==> src/rtl/rvv_vcfg_unit.sv <==
`default_nettype none
// ============================================================================
// rvv_vcfg_unit : vector configuration unit (vsetvli/vsetivli/vsetvl/vsetsh)
// Revision      : 1.0
// ============================================================================
module rvv_vcfg_unit #(
  parameter int unsigned VLEN     = 4096,
  parameter int unsigned ELEN     = 64,
  parameter int unsigned XLEN     = 64,
  parameter int unsigned NR_SH_CH = 4
) (
  input  logic                      clk_i,
  input  logic                      rst_ni,
  input  logic                      req_valid_i,
  output logic                      req_ready_o,
  input  logic [31:0]               instr_i,
  input  logic [XLEN-1:0]           rs1_i,
  input  logic [XLEN-1:0]           rs2_i,
  input  logic                      vec_idle_i,
  output logic                      rsp_valid_o,
  input  logic                      rsp_ready_i,
  output logic [XLEN-1:0]           rsp_result_o,
  output logic                      rsp_illegal_o,
  output logic [$clog2(VLEN+1)-1:0] vl_o,
  output logic [XLEN-1:0]           vtype_o,
  output logic [NR_SH_CH*8-1:0]     sh_amt_o
);

  localparam int unsigned     VLW        = $clog2(VLEN + 1);
  localparam int              ELEN_LOG   = $clog2(ELEN);
  localparam logic [XLEN-1:0] VILL_VTYPE = {1'b1, {(XLEN-1){1'b0}}};
  localparam logic [XLEN-1:0] NR_CH_X    = XLEN'(NR_SH_CH);

  typedef enum logic [1:0] {
    ST_IDLE   = 2'd0,
    ST_CALC   = 2'd1,
    ST_DRAIN  = 2'd2,
    ST_COMMIT = 2'd3
  } state_e;

  function automatic logic [VLW-1:0] calc_vlmax(input logic [2:0] sew, input logic [2:0] lmul);
    logic [VLW-1:0] base;
    base = VLW'(VLEN) >> ({2'b00, sew} + 5'd3);
    if (!lmul[2]) calc_vlmax = base << lmul[1:0];
    else          calc_vlmax = base >> (4'd8 - {1'b0, lmul});
  endfunction

  state_e                state_q, state_d;
  logic [31:0]           instr_q, instr_d;
  logic [XLEN-1:0]       rs1_q, rs1_d;
  logic [XLEN-1:0]       rs2_q, rs2_d;
  logic [VLW-1:0]        vl_q, vl_d;
  logic [XLEN-1:0]       vtype_q, vtype_d;
  logic [NR_SH_CH*8-1:0] sh_amt_q, sh_amt_d;
  logic [XLEN-1:0]       result_q, result_d;
  logic                  illegal_q, illegal_d;

  logic            op_cfg, is_vli, is_vili, is_vl, is_sh;
  logic            illegal, keep_vl, vill_new, ch_ok, commit;
  logic [4:0]      rd, rs1_idx;
  logic [XLEN-1:0] vtype_raw, avl, vlmax_x, vtype_new;
  logic [VLW-1:0]  vlmax_new, vlmax_old, vl_new;
  logic [7:0]      sh_old;

  always_comb begin : decode
    rd      = instr_q[11:7];
    rs1_idx = instr_q[19:15];
    op_cfg  = (instr_q[6:0] == 7'h57) && (instr_q[14:12] == 3'b111);
    is_vli  = op_cfg && !instr_q[31];
    is_vili = op_cfg && (instr_q[31:30] == 2'b11);
    is_vl   = op_cfg && (instr_q[31:25] == 7'b1000000);
    is_sh   = op_cfg && (instr_q[31:28] == 4'b1010);

    vtype_raw = rs2_q;
    if (is_vli)       vtype_raw = {{(XLEN-11){1'b0}}, instr_q[30:20]};
    else if (is_vili) vtype_raw = {{(XLEN-10){1'b0}}, instr_q[29:20]};

    // SEW must fit in ELEN, and in ELEN*LMUL for fractional groupings
    vill_new = (|vtype_raw[XLEN-1:8]) || (vtype_raw[2:0] == 3'b100) ||
               (int'(vtype_raw[5:3]) + 3 > ELEN_LOG) ||
               (vtype_raw[2] && (int'(vtype_raw[5:3]) + 3 > ELEN_LOG - 8 + int'(vtype_raw[2:0])));

    vlmax_new = calc_vlmax(vtype_raw[5:3], vtype_raw[2:0]);
    vlmax_old = vtype_q[XLEN-1] ? '0 : calc_vlmax(vtype_q[5:3], vtype_q[2:0]);

    keep_vl = 1'b0;
    avl     = rs1_q;
    if (is_vili) begin
      avl = {{(XLEN-5){1'b0}}, rs1_idx};
    end else if (rs1_idx == 5'd0) begin
      if (rd != 5'd0) avl = '1;
      else            keep_vl = 1'b1;
    end
    if (keep_vl && (vlmax_new != vlmax_old)) vill_new = 1'b1;

    vlmax_x = {{(XLEN-VLW){1'b0}}, vlmax_new};
    if (vill_new) begin
      vtype_new = VILL_VTYPE;
      vl_new    = '0;
    end else begin
      vtype_new = vtype_raw;
      vl_new    = keep_vl ? vl_q : ((avl < vlmax_x) ? avl[VLW-1:0] : vlmax_new);
    end

    ch_ok  = rs1_q < NR_CH_X;
    sh_old = '0;
    for (int c = 0; c < NR_SH_CH; c++) begin
      if (rs1_q == XLEN'(c)) sh_old = sh_amt_q[8*c +: 8];
    end

    illegal = !(is_vli || is_vili || is_vl || is_sh) || (is_sh && !ch_ok);
  end

  always_comb begin : fsm
    state_d   = state_q;
    instr_d   = instr_q;
    rs1_d     = rs1_q;
    rs2_d     = rs2_q;
    vl_d      = vl_q;
    vtype_d   = vtype_q;
    sh_amt_d  = sh_amt_q;
    result_d  = result_q;
    illegal_d = illegal_q;
    commit    = 1'b0;

    case (state_q)
      ST_IDLE: begin
        if (req_valid_i) begin
          instr_d = instr_i;
          rs1_d   = rs1_i;
          rs2_d   = rs2_i;
          state_d = ST_CALC;
        end
      end
      ST_CALC: begin
        if (illegal) begin
          result_d  = '0;
          illegal_d = 1'b1;
          state_d   = ST_COMMIT;
        end else if (!is_sh && (vtype_new != vtype_q) && !vec_idle_i) begin
          state_d = ST_DRAIN;
        end else begin
          commit = 1'b1;
        end
      end
      ST_DRAIN: begin
        if (vec_idle_i) commit = 1'b1;
      end
      ST_COMMIT: begin
        if (rsp_ready_i) state_d = ST_IDLE;
      end
      default: state_d = ST_IDLE;
    endcase

    // Operands are held through DRAIN, so the decode results remain valid there
    if (commit) begin
      state_d   = ST_COMMIT;
      illegal_d = 1'b0;
      if (is_sh) begin
        result_d = {{(XLEN-8){1'b0}}, sh_old};
        for (int c = 0; c < NR_SH_CH; c++) begin
          if (rs1_q == XLEN'(c)) sh_amt_d[8*c +: 8] = instr_q[27:20];
        end
      end else begin
        vl_d     = vl_new;
        vtype_d  = vtype_new;
        result_d = {{(XLEN-VLW){1'b0}}, vl_new};
      end
    end
  end

  always_ff @(posedge clk_i or negedge rst_ni) begin
    if (!rst_ni) begin
      state_q   <= ST_IDLE;
      instr_q   <= '0;
      rs1_q     <= '0;
      rs2_q     <= '0;
      vl_q      <= '0;
      vtype_q   <= VILL_VTYPE;
      sh_amt_q  <= '0;
      result_q  <= '0;
      illegal_q <= 1'b0;
    end else begin
      state_q   <= state_d;
      instr_q   <= instr_d;
      rs1_q     <= rs1_d;
      rs2_q     <= rs2_d;
      vl_q      <= vl_d;
      vtype_q   <= vtype_d;
      sh_amt_q  <= sh_amt_d;
      result_q  <= result_d;
      illegal_q <= illegal_d;
    end
  end

  assign req_ready_o   = (state_q == ST_IDLE);
  assign rsp_valid_o   = (state_q == ST_COMMIT);
  assign rsp_result_o  = result_q;
  assign rsp_illegal_o = illegal_q;
  assign vl_o          = vl_q;
  assign vtype_o       = vtype_q;
  assign sh_amt_o      = sh_amt_q;

endmodule
`default_nettype wire

==> config.mk <==
export PLATFORM = sky130hd
export DESIGN_NAME = rvv_vcfg_unit
export DESIGN_NICKNAME = d
export VERILOG_FILES = /design/src/rtl/rvv_vcfg_unit.sv
export SDC_FILE = /design/constraint.sdc
export NUM_CORES = 1
export LEC_CHECK = 0
export CAP_MARGIN = 20
export CORE_MARGIN = 4
export CORE_UTILIZATION = 45
export DETAILED_ROUTE_END_ITERATION = 8
export PLACE_DENSITY = 0.73
export SLEW_MARGIN = 20
export SYNTH_ARGS = -nofsm -noshare
export SYNTH_HDL_FRONTEND = slang
export SYNTH_SLANG_ARGS = --single-unit
==> constraint.sdc <==
create_clock -name clk_i -period 11.98 [get_ports clk_i]
set_input_delay 2.396 -clock clk_i [delete_from_list [all_inputs] [get_ports clk_i]]
set_output_delay 2.396 -clock clk_i [all_outputs]
set_load 0.05 [all_outputs]
==> results.md, run 1 <==
- Initial core utilization: 45.65%
- GR peak layer: met2
- Clock buffer depth: 3
- Worst path max stage delay: 0.78 ns
- # setup viols final: 0
- Ys async rst share: 100.0%
- Status: complete, no violations
- CTS tree: built
- Clk Latency, worst-skew pair: 0.56 ns
- # DRC: 0
- Reg2reg start: instr_q[5]
- FF-to-FF End: state_q[0]
- Gr ovfl total: 0
- Clock slew at reported path FFs: 0.06 ns
- First-pass GRT wire length: 64,960 um
- Placed Cells: 1,980
- Final WL: 41,350 um
- Die Wd: 189.7 um
- Antenna diodes: 0
- Met2 Use GR: 36.32%
- Worst Path Required: 12.41 ns
- Post-Layout Cell Count: 2,033
- DP Worst Slack: 4.942 ns
- Post-Synthesis Cells: 1,318
- Slowest CP cell: mux2i_1
- Worst Skew: 0.01268 ns
- Cts hold-fix bufs: 0
- Io pins: 341
- R2R depth: 18
- Core box area: 0.03254 sq mm
- CP top delay family: compound AO/OA/AOI/OAI gates
- Levels on crit path: 18
- FP Rows: 66
- # nets final: 1,761
- TritonCTS Sinks: 285
- Yosys warning count: 0
- WL per Instance: 20.34 um
- Syn Std Cell Area: 0.01485 sq mm
- Layout cells sized above 1: 19.30%
- Area share of the leading cell type in the synthesized netlist: 47.84%
- Crit path from: instr_q[5]
- Post-CTS Setup Inserts: 0
- RSZ-0062 raised after global routing: false
- R2r setup slk: 5.13 ns
- Hold slack: 0.4892 ns
- Synth Flop Type: dfrtp_1
- Number of fillers in the final layout: 2,712
- Grt met3 use: 6.128%
- CP Max Fanout: 22
- Crit-path cells: nand2b_2 > nor4_2 > buf_4 > mux2i_1 > ha_1 > or3b_2 > a21oi_1 > mux4_2 > a311oi_2 > xor2_1 > a211oi_1 > nand4_1 > o31ai_4 > a311oi_1 > or2_4 > a41oi_4 > o21ai_0 > mux2_1
- Final Max Slew Viols: 0
- Pwr dens: 213.3 mW/mm^2
- Post-route setup slack: 5.129 ns
- Worst Setup End Kind: register
- Cts bufs inserted: 30
- Final antenna-violating net count: 0
- VDD IR max: 0.1412 mV
- DRT iter0 DRCs: 803
- Worst hold-check path type: register to register
- Sequential-to-total area share from yosys stat: 48.02%
- Via Count: 11,260
- Least-Margin Pin Slew: 0.9036 ns
- Power Total: 4.037 mW
- Period utilization: 57.19%
- Unique masters post-synth: 98
- Post-CTS sizing: 0
- Critical path launch point type: register
- Clock Root Buffer: clkbuf_16
- Final Hold Fails: 0
- Worst Setup EP: state_q[0]
- PortBufs: 289
- Setup Total Neg Slack: 0 ns
- Synth Register Bits: 285
- Vias in the first global route: 11,440
- Chip height: 189.7 um
- Initial antenna violation count: 0
- GRT met1 Usage: 30.74%
- Vias/cell: 5.539
- Total Routing Usage GR: 22.41%
- Leakage power: 7.987 nW
- Arrival @ worst endpoint: 7.28 ns
- Buf+Inv Stages, Crit Path: 1
- Max Cap Viol: 0
- H-tree depth: 1
- FMAX: 146.0 MHz
- Slew headroom: 38.04%
- Final Wtd Congestion: 0.9134
- Top cells by area, synth: dfrtp_1 48%, mux2_2 15%, buf_4 2.9%
- Post-synth EDFFs: 0
- Area grow syn2layout: 27.38%
- Largest net degree at the start of global routing: 168
- Leading area contributor after synthesis: dfrtp_1
- Syn_area_per_cell: 11.27 sq um
- Die area: 0.03598 sq mm
- Hpwl dp: 30,520 um
- Minimum clock period: 6.851 ns
- 1st-pass router iterations: 5
- CP Class: register to register
## kinds of logic (layout without fill, tap and decap cells)
logic type	after synthesis	after routing	share of synthesized area, %
compound gates	178	178	8.836
fa+ha+maj	26	26	2.190
simple gates	403	403	15.41
xor+xnor	30	30	1.769
mux	231	231	17.98
other cells	1	51	0.02525
buf+inv	164	387	5.761
flops	285	285	48.02
## through the flow
| step | util (%) | cell area [sq um] |
|---|---|---|
| after floorplan | - | 15040 |
| after global placement | 54.94 | 17880 |
| after detailed placement | 54.94 | 17880 |
| after CTS | 58.08 | 18900 |
| after global routing | 58.15 | 18920 |
| final | 58.15 | 18920 |
## routing by layer
metal,routed length [um],up-vias
li1,-,5166
met1,17330,5607
met2,19600,431
met3,3733,57
met4,685,0
met5,0,-
## cells in the final DEF (no fill, tap or decap), drive strengths merged, types with 35 or more instances in the layout
cell           count
conb              51
inv               35
nor4              60
nand2             60
clkbuf            47
nor2              75
clkdlybuf4s50    288
and2              61
mux2             197
o21ai             39
dfrtp            284
## cell type report
| type | count | area (sq um) | share of cell area, % |
|---|---|---|---|
| clock inverter | 6 | 86.33 | 0.4563 |
| clock buffer | 47 | 935.9 | 4.946 |
| inverter | 35 | 131.4 | 0.6944 |
| tap | 442 | 553.0 | 2.923 |
| sequential | 285 | 7133 | 37.70 |
| timing repair buffer | 299 | 2989 | 15.80 |
| multi-input combinational | 919 | 7092 | 37.48 |
## cell usage after synthesis (8+ instances only)
master     number
nor2_1         74
nand4_1        12
a22oi_1        14
nand2_1        60
ha_1           26
nand3_1        27
buf_2          15
a31oi_1         8
clkbuf_1       48
nand2b_1       15
dfrtp_1       284
o2bb2ai_1      10
nor4_1         58
buf_1           8
buf_4          57
xnor2_1        20
a21oi_1        28
and2_1         61
nor2b_1        18
mux2_2        196
or4_1           8
nand3b_1        9
xor2_1         10
inv_1          33
o21ai_1        12
o21ai_0        26
mux2i_1        25
nor3_1         17
o31ai_1        13
mux4_2          9
## report_power, final
group          switching, mW  total [mW]  internal [mW]
clock network          0.375       0.949          0.574
logic                  0.821        1.52          0.698
registers              0.315        1.57           1.25
total                   1.51        4.04           2.53
## flip-flops by register name (all words and copies together) (netlist names)
signal and cells:
vl_o 13, state_q 2, sh_amt_o 32, rs2_q 64, rs1_q 64, rsp_illegal_o 1
vtype_o 64, rsp_result_o 13, instr_q 32
## worst reg2reg max path, stage by stage, from the launching register on
cell      delay, ns
dfrtp_1        0.37
nand2b_2       0.26
nor4_2         0.29
buf_4          0.26
mux2i_1        0.79
ha_1           0.71
or3b_2         0.25
a21oi_1        0.06
mux4_2         0.49
a311oi_2       0.51
xor2_1         0.14
a211oi_1       0.24
nand4_1        0.17
o31ai_4        0.47
a311oi_1       0.20
or2_4          0.33
a41oi_4        0.68
o21ai_0        0.18
mux2_1         0.32
## worst min path at each step
| stage | startpoint | endpoint | slack, ns | cells past startpoint |
|---|---|---|---|---|
| 6_report | rsp_result_o[9] | rsp_result_o[9] | 0.49 | 2 |
| 3_5_place_dp | rsp_result_o[8] | rsp_result_o[8] | 0.48 | 2 |
| 4_1_cts | rsp_result_o[8] | rsp_result_o[8] | 0.49 | 2 |
| 3_3_place_gp | rsp_result_o[8] | rsp_result_o[8] | 0.47 | 2 |
| 2_1_floorplan | instr_q[5] | instr_q[5] | 0.47 | 1 |
| 5_1_grt | rsp_result_o[8] | rsp_result_o[8] | 0.51 | 2 |
(Power assumes the default switching activity.)
==> run 2: changes to the inputs <==
- PLACE_DENSITY: 0.73 -> 0.76
- clock period: 11.98 -> 5.5 ns (I/O delays scaled with it)
==> run 2 against run 1 <==
- final cell count up 2.1%
- design area up 2.2%
- sequential share of layout area down 0.82 points
- largest cell class is now multi-input gates
- largest power group is now combinational logic
- highest routed layer is now met5
==> results.md, run 2 (synthesis gave the netlist of run 1 again) <==
- Status: complete, no violations (unchanged)
- Clock buffer depth: 3 (unchanged)
- Crit-path cells: nand4b_4 > buf_4 > o41ai_4 > a21boi_4 > ha_4 > buf_2 > nand3b_1 > a21oi_1 > mux4_2 > a311oi_4 > ha_1 > o21ai_0 > nand2b_1 > a21oi_1 > nor2_1 > a21oi_1 > nor2_1 > or4_4 > o22ai_2 > nor2_1 > or4_4 > a22oi_2 (was nand2b_2 > nor4_2 > buf_4 > mux2i_1 > ha_1 > or3b_2 > a21oi_1 > mux4_2 > a311oi_2 > xor2_1 > a211oi_1 > nand4_1 > o31ai_4 > a311oi_1 > or2_4 > a41oi_4 > o21ai_0 > mux2_1)
- First-pass GRT wire length: 64,270 um (was 64,960 um)
- Placed Cells: 2,012 (was 1,980)
- Hpwl dp: 31,140 um (was 30,520 um)
- TritonCTS Sinks: 285 (unchanged)
- Critical path launch point type: register (unchanged)
- Worst Setup EP: rsp_result_o[7] (was state_q[0])
- WL per Instance: 19.98 um (was 20.34 um)
- Commonest non-fill, non-tap cell in the layout: clkdlybuf4s50_1 (unchanged)
- Startpoint of the worst hold path: rsp_result_o[9] (unchanged)
- 1st-pass router iterations: 5 (unchanged)
- R2R depth: 22 (was 18)
- Antenna diodes: 0 (unchanged)
- Worst hold-check path type: register to register (unchanged)
- R2r setup slk: 0.21 ns (was 5.13 ns)
- Area grow syn2layout: 30.22% (was 27.38%)
- Layout cells sized above 1: 22.23% (was 19.30%)
- Clk Latency, worst-skew pair: 0.60 ns (was 0.56 ns)
- Vias/cell: 5.465 (was 5.539)
- Core box area: 0.03254 sq mm (unchanged)
- Vias in the first global route: 11,380 (was 11,440)
- PortBufs: 289 (unchanged)
- Crit path from: instr_q[3] (was instr_q[5])
- H-tree depth: 1 (unchanged)
- # nets final: 1,802 (was 1,761)
- Io pins: 341 (unchanged)
- DRT iter0 DRCs: 948 (was 803)
- Initial antenna violation count: 1 (was 0)
- Final Hold Fails: 0 (unchanged)
- Initial core utilization: 45.65% (unchanged)
- Clock slew at reported path FFs: 0.06 ns (about the same)
- Cts bufs inserted: 30 (unchanged)
- Final WL: 41,460 um (was 41,350 um)
- Least-Margin Pin Slew: 0.8571 ns (was 0.9036 ns)
- CP Class: register to register (unchanged)
- Chip height: 189.7 um (unchanged)
- Final antenna-violating net count: 0 (unchanged)
- Gr ovfl total: 0 (unchanged)
- Clock Root Buffer: clkbuf_16 (unchanged)
- VDD IR max: 0.3143 mV (was 0.1412 mV)
- Worst path max stage delay: 0.53 ns (was 0.78 ns)
- Total Routing Usage GR: 22.21% (was 22.41%)
- # DRC: 0 (unchanged)
- Final Max Slew Viols: 0 (unchanged)
- Post-Layout Cell Count: 2,075 (was 2,033)
- Period utilization: 96.26% (was 57.19%)
- # setup viols final: 0 (unchanged)
- CTS tree: built (unchanged)
- Minimum clock period: 5.294 ns (was 6.851 ns)
- Reg2reg start: instr_q[3] (was instr_q[5])
- Most frequent cells in the layout: 288 x clkdlybuf4s50_1, 284 x dfrtp_1, 196 x mux2_2 (unchanged)
- Largest net degree at the start of global routing: 117 (was 168)
- Worst Path Required: 5.97 ns (was 12.41 ns)
- Worst Skew: 0.05305 ns (was 0.01268 ns)
- Final Wtd Congestion: 0.9526 (was 0.9134)
- Die area: 0.03598 sq mm (unchanged)
- Slew headroom: 42.86% (was 38.04%)
- Pwr dens: 466.4 mW/mm^2 (was 213.3 mW/mm^2)
- FMAX: 188.9 MHz (was 146.0 MHz)
- Leakage power: 8.240 nW (was 7.987 nW)
- Worst Setup End Kind: register (unchanged)
- Max Cap Viol: 0 (unchanged)
- Via Count: 11,340 (was 11,260)
- Slowest CP cell: or4_4 (was mux2i_1)
- Number of fillers in the final layout: 2,655 (was 2,712)
- Die Wd: 189.7 um (unchanged)
- FF-to-FF End: rsp_result_o[7] (was state_q[0])
- Cts hold-fix bufs: 0 (unchanged)
- Arrival @ worst endpoint: 5.77 ns (was 7.28 ns)
- FP Rows: 66 (unchanged)
- CP Max Fanout: 7 (was 22)
- Power Total: 9.022 mW (was 4.037 mW)
run 2: area by class of cell:
class	count	area [sq um]	share of cell area [%]
Clock buffer	40	838.3	4.334
Clock inverter	14	132.6	0.6856
Inverter	35	131.4	0.6792
Multi-Input combinational cell	919	7232	37.39
Sequential cell	285	7133	36.88
Tap cell	442	553.0	2.859
Timing Repair Buffer	340	3323	17.18
run 2: layer usage:
| layer | global-route usage (%) | up-vias | wire (um) |
|---|---|---|---|
| li1 | - | 5258 | - |
| met1 | 30.23 | 5584 | 17490 |
| met2 | 35.77 | 413 | 19310 |
| met3 | 5.284 | 82 | 3307 |
| met4 | 6.455 | 2 | 1335 |
| met5 | 0 | - | 13 |
run 2: worst max-delay path: cells and delay by family (launching register included):
kind            cells  cell delay [ns]
compound gates      9             1.74
simple gates        8             1.65
fa+ha+maj           2             0.55
mux                 1             0.50
flops               1             0.38
buf+inv             2             0.35
run 2: worst min-delay path by stage:
stage / cells after the start / to / slack (ns)
3_5_place_dp: 1 / rsp_illegal_o / 0.48
4_1_cts: 2 / rsp_result_o[11] / 0.50
3_3_place_gp: 2 / rsp_result_o[11] / 0.47
2_1_floorplan: 1 / instr_q[5] / 0.47
5_1_grt: 2 / rsp_result_o[9] / 0.52
6_report: 2 / rsp_result_o[9] / 0.49
run 2: where the power goes:
group / internal (mW) / switching, mW
clock: 1.12 / 0.855
sequential: 2.73 / 0.600
combinational: 1.73 / 1.98
run 2: what timing repair did:
item,CTS,global route
pin swaps,0,9
gates resized for setup,3,25
endpoints found under the setup margin,8,92
setup buffers,0,9
gates cloned,0,0
run 2: per-stage QoR:
| step | utilization, % | hold slack (ns) | setup WS, ns | TNS [ns] | cell area, sq um |
|---|---|---|---|---|---|
| 3_3_place_gp | 55.76 | 0.4743 | 0.1868 | 0 | 18140 |
| 5_1_grt | 59.45 | 0.5172 | -0.02380 | -0.02380 | 19340 |
| 6_report | 59.45 | 0.4938 | 0.2056 | 0 | 19340 |
| 4_1_cts | 58.79 | 0.4985 | 0.005087 | 0 | 19130 |
| 3_5_place_dp | 55.76 | 0.4816 | -0.02144 | -0.04569 | 18140 |
| 2_1_floorplan | - | 0.4700 | 0.05833 | 0 | 15060 |
==> run 3: changes to the inputs <==
- CAP_MARGIN: 20 -> 0
==> results of run 3 <==
No change in the layout: final DEF, timing and power equal those of run 2.
==> edit 1 (config.mk and constraints of run 2) <==
Set the parameter `XLEN` to 60 (it was 64).
--- a/src/rtl/rvv_vcfg_unit.sv
+++ b/src/rtl/rvv_vcfg_unit.sv
@@ -6,7 +6,7 @@
 module rvv_vcfg_unit #(
   parameter int unsigned VLEN     = 4096,
   parameter int unsigned ELEN     = 64,
-  parameter int unsigned XLEN     = 64,
+  parameter int unsigned XLEN     = 60,
   parameter int unsigned NR_SH_CH = 4
 ) (
   input  logic                      clk_i,
Ports: changed (resized rs1_i, rs2_i, rsp_result_o and vtype_o); port bits go from 341 to 325. No check against the original RTL was run, so the function may have changed too.
==> edit 1 against run 2 <==
Cell area decreased by 0.42%. Area after synthesis down 0.99%. Die area fell by 0.95%. Largest cell class unchanged. Routed wire length rose by 2.6%. Critical endpoint is now rsp_result_o[0]. Power shrank 2.4%. Worst setup slack gained 62 ps. Count of clock-buffer cells in the layout increased by 1. Largest power group unchanged. Sequential cell count shrank 12.
==> edit 1: results (changes against run 2) <==
outcome=complete, no violations; placed cell areas=18050 µm² (-0.50%); syn avg cell area=10.97 µm² (-2.7%); first-pass GRT wire length=66010 µm (+2.7%); routed vias=11754 (+3.7%); number of library cell types mapped by synthesis=90 (-8.2%); DPL Wire Length=31710 µm (+1.8%); clk_skew=12.46 ps (-40.59 ps); Synth Flop Type=dfrtp_1; Worst VDD drop=0.0004075 V (+30%); crit path max fanout=8 (+1); Seq/Total Area, Yosys=46.46% (-1.6 points); synth top area cells=dfrtp_1 (46%), mux2_2 (15%), nor2b_1 (3.2%); R2R Setup Slk=270 ps (+60 ps); cts bufs inserted=29 (-3.3%); clock root cell=clkbuf_16; share of cells above drive strength 1=22.72% (+0.50 points); Yosys Warn Count=0 (unchanged); Clk pin slew, worst setup/hold paths=60 ps (about the same); largest net degree at the start of global routing=134 (+15%); min-delay worst type=input port to asynchronous set/reset pin; PortBufs=277 (-4.2%); Ant. Diodes=0 (unchanged); Clock Path Buffers=3 (unchanged); WP data arrival=5660 ps (-110 ps); Worst-Skew Late Latency=540 ps (-60 ps); final hold slack=416.2 ps (-77.64 ps); Placer Congestion=0.9258 (-2.8%); Rel. slew slack=28.37% (-14 points); Nets=1821 (+1.1%); initial antenna violation count=0 (-1); Async SR Flop Fraction=100.0% (unchanged); Cells after DPL=2033 (+1.0%); drt wl/cell=20.30 µm (+1.6%); drt pass-1 iters=5 (unchanged); most frequent cells after synthesis=dfrtp_1 (272), mux2_2 (192), nor2b_1 (76); Leak=8.321 nW (+0.97%); All-Layer GR Usage=22.89% (+0.68 points); Vias/cell=5.613 (+2.7%); fillers=2644 (-0.41%); Clock H-tree levels=1 (unchanged); DR iter-0 viols=937 (-1.2%)
edit 1: cell types whose count changed after synthesis, sizes merged, moves of 10 or more:
cell / change
nor2b: +58
nand2: +10
and2: -57
nand4: +10
o22ai: +10
dfrtp: -12
a22oi: -10
o31ai: -14
edit 1: area by class of cell:
class	count	area [µm²]	share of cell area, %
clock buffer	41	830.8	4.313
clock inverter	11	117.6	0.6106
inverter	42	160.2	0.8314
multi-input combinational	948	7371	38.27
sequential	273	6833	35.47
tap	435	544.3	2.826
timing repair buffer	344	3406	17.68
edit 1: cells by family (layout without fill, tap and decap cells):
kind of cell,count (synthesis),in the layout,share of synthesized area [%]
adder cells (fa/ha/maj),26,26,2.212
other,1,47,0.02550
multiplexers,233,233,18.29
AND/OR/NAND/NOR,422,422,16.01
AO/OA/AOI/OAI,200,200,9.954
buffers and inverters,166,438,5.861
XOR/XNOR,20,20,1.191
flip-flops,273,273,46.46
edit 1: per-layer routing:
layer  GRT usage, %  routed length (µm)  vias up
li1               -                   -     5397
met1          30.71               18010     5798
met2          38.61               20440      491
met3          4.298                3109       68
met4          5.746                 952        0
met5              0                   0        -
edit 1: per-stage QoR:
stage	setup slack [ps]	setup TNS, ps
after floorplan	0.7097	0
after global placement	239.0	0
after detailed placement	74.51	0
after CTS	50.21	0
after global routing	-65.88	-208.2
final	267.2	0
edit 1: critical path, cell delays in order, from the launching register on:
cell and delay (ps):
dfrtp_1 370, nand4b_4 200, nor4_4 320, buf_12 180, mux2i_4 270, ha_4 170, ha_4 210, inv_4 80
nor3_1 60, or3_1 390, a311oi_2 330, ha_1 300, a21o_1 170, a21o_1 170, a21o_1 170, a21oi_1 140
nor2b_1 60, o21ai_1 110, a211oi_1 80, nor3_1 270, o21a_2 270, buf_12 140, mux2i_2 240, a21oi_2 100
a221o_1 330
edit 1: worst paths after layout:
path | from | end | cells after the start
setup / recovery | instr_q[3] | rsp_result_o[0] | 24
hold / removal | rst_ni | rs2_q[48] | 1
setup reg to reg | instr_q[3] | rsp_result_o[0] | 24
hold reg to reg | rsp_result_o[9] | rsp_result_o[9] | 1
max in group asynchronous | rst_ni | rs1_q[56] | 3
min in group clk_i | rsp_result_o[9] | rsp_result_o[9] | 1
edit 1: where the power goes:
part | switching (mW) | total, mW | internal (mW)
clock | 0.798 | 1.94 | 1.14
combinational | 2.02 | 3.74 | 1.72
sequential | 0.529 | 3.12 | 2.59
total | 3.35 | 8.80 | 5.45
edit 1: timing repair:
action	CTS	global route
resized for setup	0	31
setup buffers	0	7
setup endpoints to repair	0	68
==> edit 2 (config.mk and constraints of run 2) <==
Without the edit above. `instr_q`, `rs1_q`, `rs2_q`, `vl_q`, `sh_amt_q` and `result_q` no longer have a reset.
--- a/src/rtl/rvv_vcfg_unit.sv
+++ b/src/rtl/rvv_vcfg_unit.sv
@@ -172,25 +172,22 @@
   always_ff @(posedge clk_i or negedge rst_ni) begin
     if (!rst_ni) begin
       state_q   <= ST_IDLE;
-      instr_q   <= '0;
-      rs1_q     <= '0;
-      rs2_q     <= '0;
-      vl_q      <= '0;
       vtype_q   <= VILL_VTYPE;
-      sh_amt_q  <= '0;
-      result_q  <= '0;
       illegal_q <= 1'b0;
     end else begin
       state_q   <= state_d;
-      instr_q   <= instr_d;
-      rs1_q     <= rs1_d;
-      rs2_q     <= rs2_d;
-      vl_q      <= vl_d;
       vtype_q   <= vtype_d;
-      sh_amt_q  <= sh_amt_d;
-      result_q  <= result_d;
       illegal_q <= illegal_d;
     end
+  end
+
+  always_ff @(posedge clk_i) begin
+    instr_q  <= instr_d;
+    rs1_q    <= rs1_d;
+    rs2_q    <= rs2_d;
+    vl_q     <= vl_d;
+    sh_amt_q <= sh_amt_d;
+    result_q <= result_d;
   end
 
   assign req_ready_o   = (state_q == ST_IDLE);
Check against the original RTL: differs if rst_ni is asserted again (counterexample within 4 cycles, from zero or initial values and one cycle with rst_ni low); with rst_ni held inactive, the same outputs for 4 cycles.
==> edit 2 against run 2 <==
Worst setup slack lost 61 ps. Sequential cell count is the same. Maximum frequency shrank 1.1%. Non-clock buffer count grew 15. Cell area shrank 5.3%. Die area shrank 6.8%. Global-route usage shrank 0.93 points. Routed wire length shrank 8.1%. Area after synthesis shrank 7.1%.
Power is not compared: it rests on default switching activity, and its combinational part moved more than twofold at a synthesized area within 25%.
==> edit 2: results (changes against run 2) <==
most frequent cells after synthesis=edfxtp_1 (218), nor2b_1 (70), dfrtp_1 (66); largest net degree at the start of global routing=130 (+11%); EDFF count, synth=218 (+218); Vias/cell=5.617 (+2.8%); final wirelength=38100 µm (-8.1%); vias in the first global route=10170 (-11%); Clk pin slew, worst setup/hold paths=70 ps; syn avg cell area=12.27 µm² (+8.9%); Placer Congestion=0.9368 (-1.7%); clk_skew=13.65 ps (-39.40 ps); Worst Tran Pin Value=971.5 ps (+114.3 ps); Worst VDD drop=0.0002656 V; Cells after DPL=1795 (-11%); synth top area cells=edfxtp_1 (47%), dfrtp_1 (12%), nor2b_1 (3.2%); Crit path max-delay family=simple AND/OR/NAND/NOR gates; drt pass-1 iters=6 (+1); WP data arrival=5670 ps (-100 ps); first-pass GRT wire length=56990 µm (-11%); Leak=6.703 nW; Worst path slowest cell=or3b_2; Worst-Skew Late Latency=570 ps (-30 ps); Synth Flop Type=edfxtp_1; Setup WS pre-CTS=88.15 ps (+109.6 ps); Finished Layout Cells=1866 (-10%); DR iter-0 viols=699 (-26%); Seq/Total Area, Yosys=59.58% (+12 points); Nets=1643 (-8.8%); cts bufs inserted=29 (-3.3%); outcome=complete, no violations; number of library cell types mapped by synthesis=88 (-10%); Async SR Flop Fraction=23.51% (-76 points); share of cells above drive strength 1=11.39% (-11 points); initial antenna violation count=0 (-1); Crit path largest cell delay=450 ps (-80 ps); All-Layer GR Usage=21.28% (-0.93 points); DPL Wire Length=27940 µm (-10%)
[edit 2: cell count changes in the layout (fill, tap and decap cells not counted), moves of 17 or more]
cell      change
nor2b_1      +52
dfrtp_1     -218
nand2_1      -18
and2_1       -39
mux2_2      -188
buf_4        +17
edfxtp_1    +218
[edit 2: layout make-up]
cell class / count / area, µm²
repair buffers: 355 / 3421
fillers: 2345 / 11640
multi-input cells: 748 / 5159
clock buffers: 38 / 793.3
diodes: 1 / 2.502
clock inverters: 16 / 103.9
well taps: 390 / 488.0
flip-flops and latches: 285 / 8224
inverters: 33 / 123.9
[edit 2: through the flow]
step / setup TNS, ps / hold slack [ps] / instance area, µm²
detailed placement: 0 / 499.8 / 17200
finish: 0 / 503.0 / 18320
CTS: 0 / 512.8 / 18100
global route: -155.2 / 537.6 / 18310
floorplan: 0 / 479.8 / 14110
global placement: 0 / 500.0 / 17200
[edit 2: power by group]
part	switching, mW	internal, mW	total (mW)	leakage [nW]
clock	0.819	1.02	1.84	0.436
sequential	0.0286	2.39	2.42	2.87
combinational	0.404	0.237	0.641	3.40
total	1.25	3.65	4.90	6.70
[edit 2: cells by family (layout without fill, tap and decap cells)]
family                   Yosys count  count (layout)  synth area share [%]
flip-flops                       285             285                 59.58
XOR/XNOR                          20              20                 1.323
other                              1              52               0.02717
AND/OR/NAND/NOR                  396             396                 16.53
multiplexers                      37              37                 3.571
AO/OA/AOI/OAI                    216             217                 11.03
buffers and inverters            143             442                 5.502
adder cells (fa/ha/maj)           27              27                 2.429
[edit 2: layer usage]
layer / share of wire [%] / routed length, µm / global-route usage (%) / vias to the layer above
met5: 0 / 0 / 0 / -
met4: 2.0 / 772 / 5.274 / 0
met3: 8.6 / 3262 / 4.601 / 56
met2: 48 / 18190 / 35.30 / 481
met1: 42 / 15870 / 28.85 / 5107
li1: - / - / - / 4838
[edit 2: repair_timing]
item,CTS,global route
hold buffers,0,0
buffers inserted,0,14
setup endpoints to repair,0,117
resized for setup,0,20
hold endpoints to repair,0,0
[edit 2: final timing paths]
path,from,endpoint,slack (ps),cells past startpoint
max in group asynchronous,rst_ni,vtype_o[10],4220,2
worst min register to register,rsp_illegal_o,rsp_illegal_o,500,1
worst min-delay path,rsp_illegal_o,rsp_illegal_o,500,1
worst max register to register,instr_q[5],rsp_result_o[7],140,21
worst max-delay path,instr_q[5],rsp_result_o[7],140,21
min in group asynchronous,rst_ni,vtype_o[31],720,2
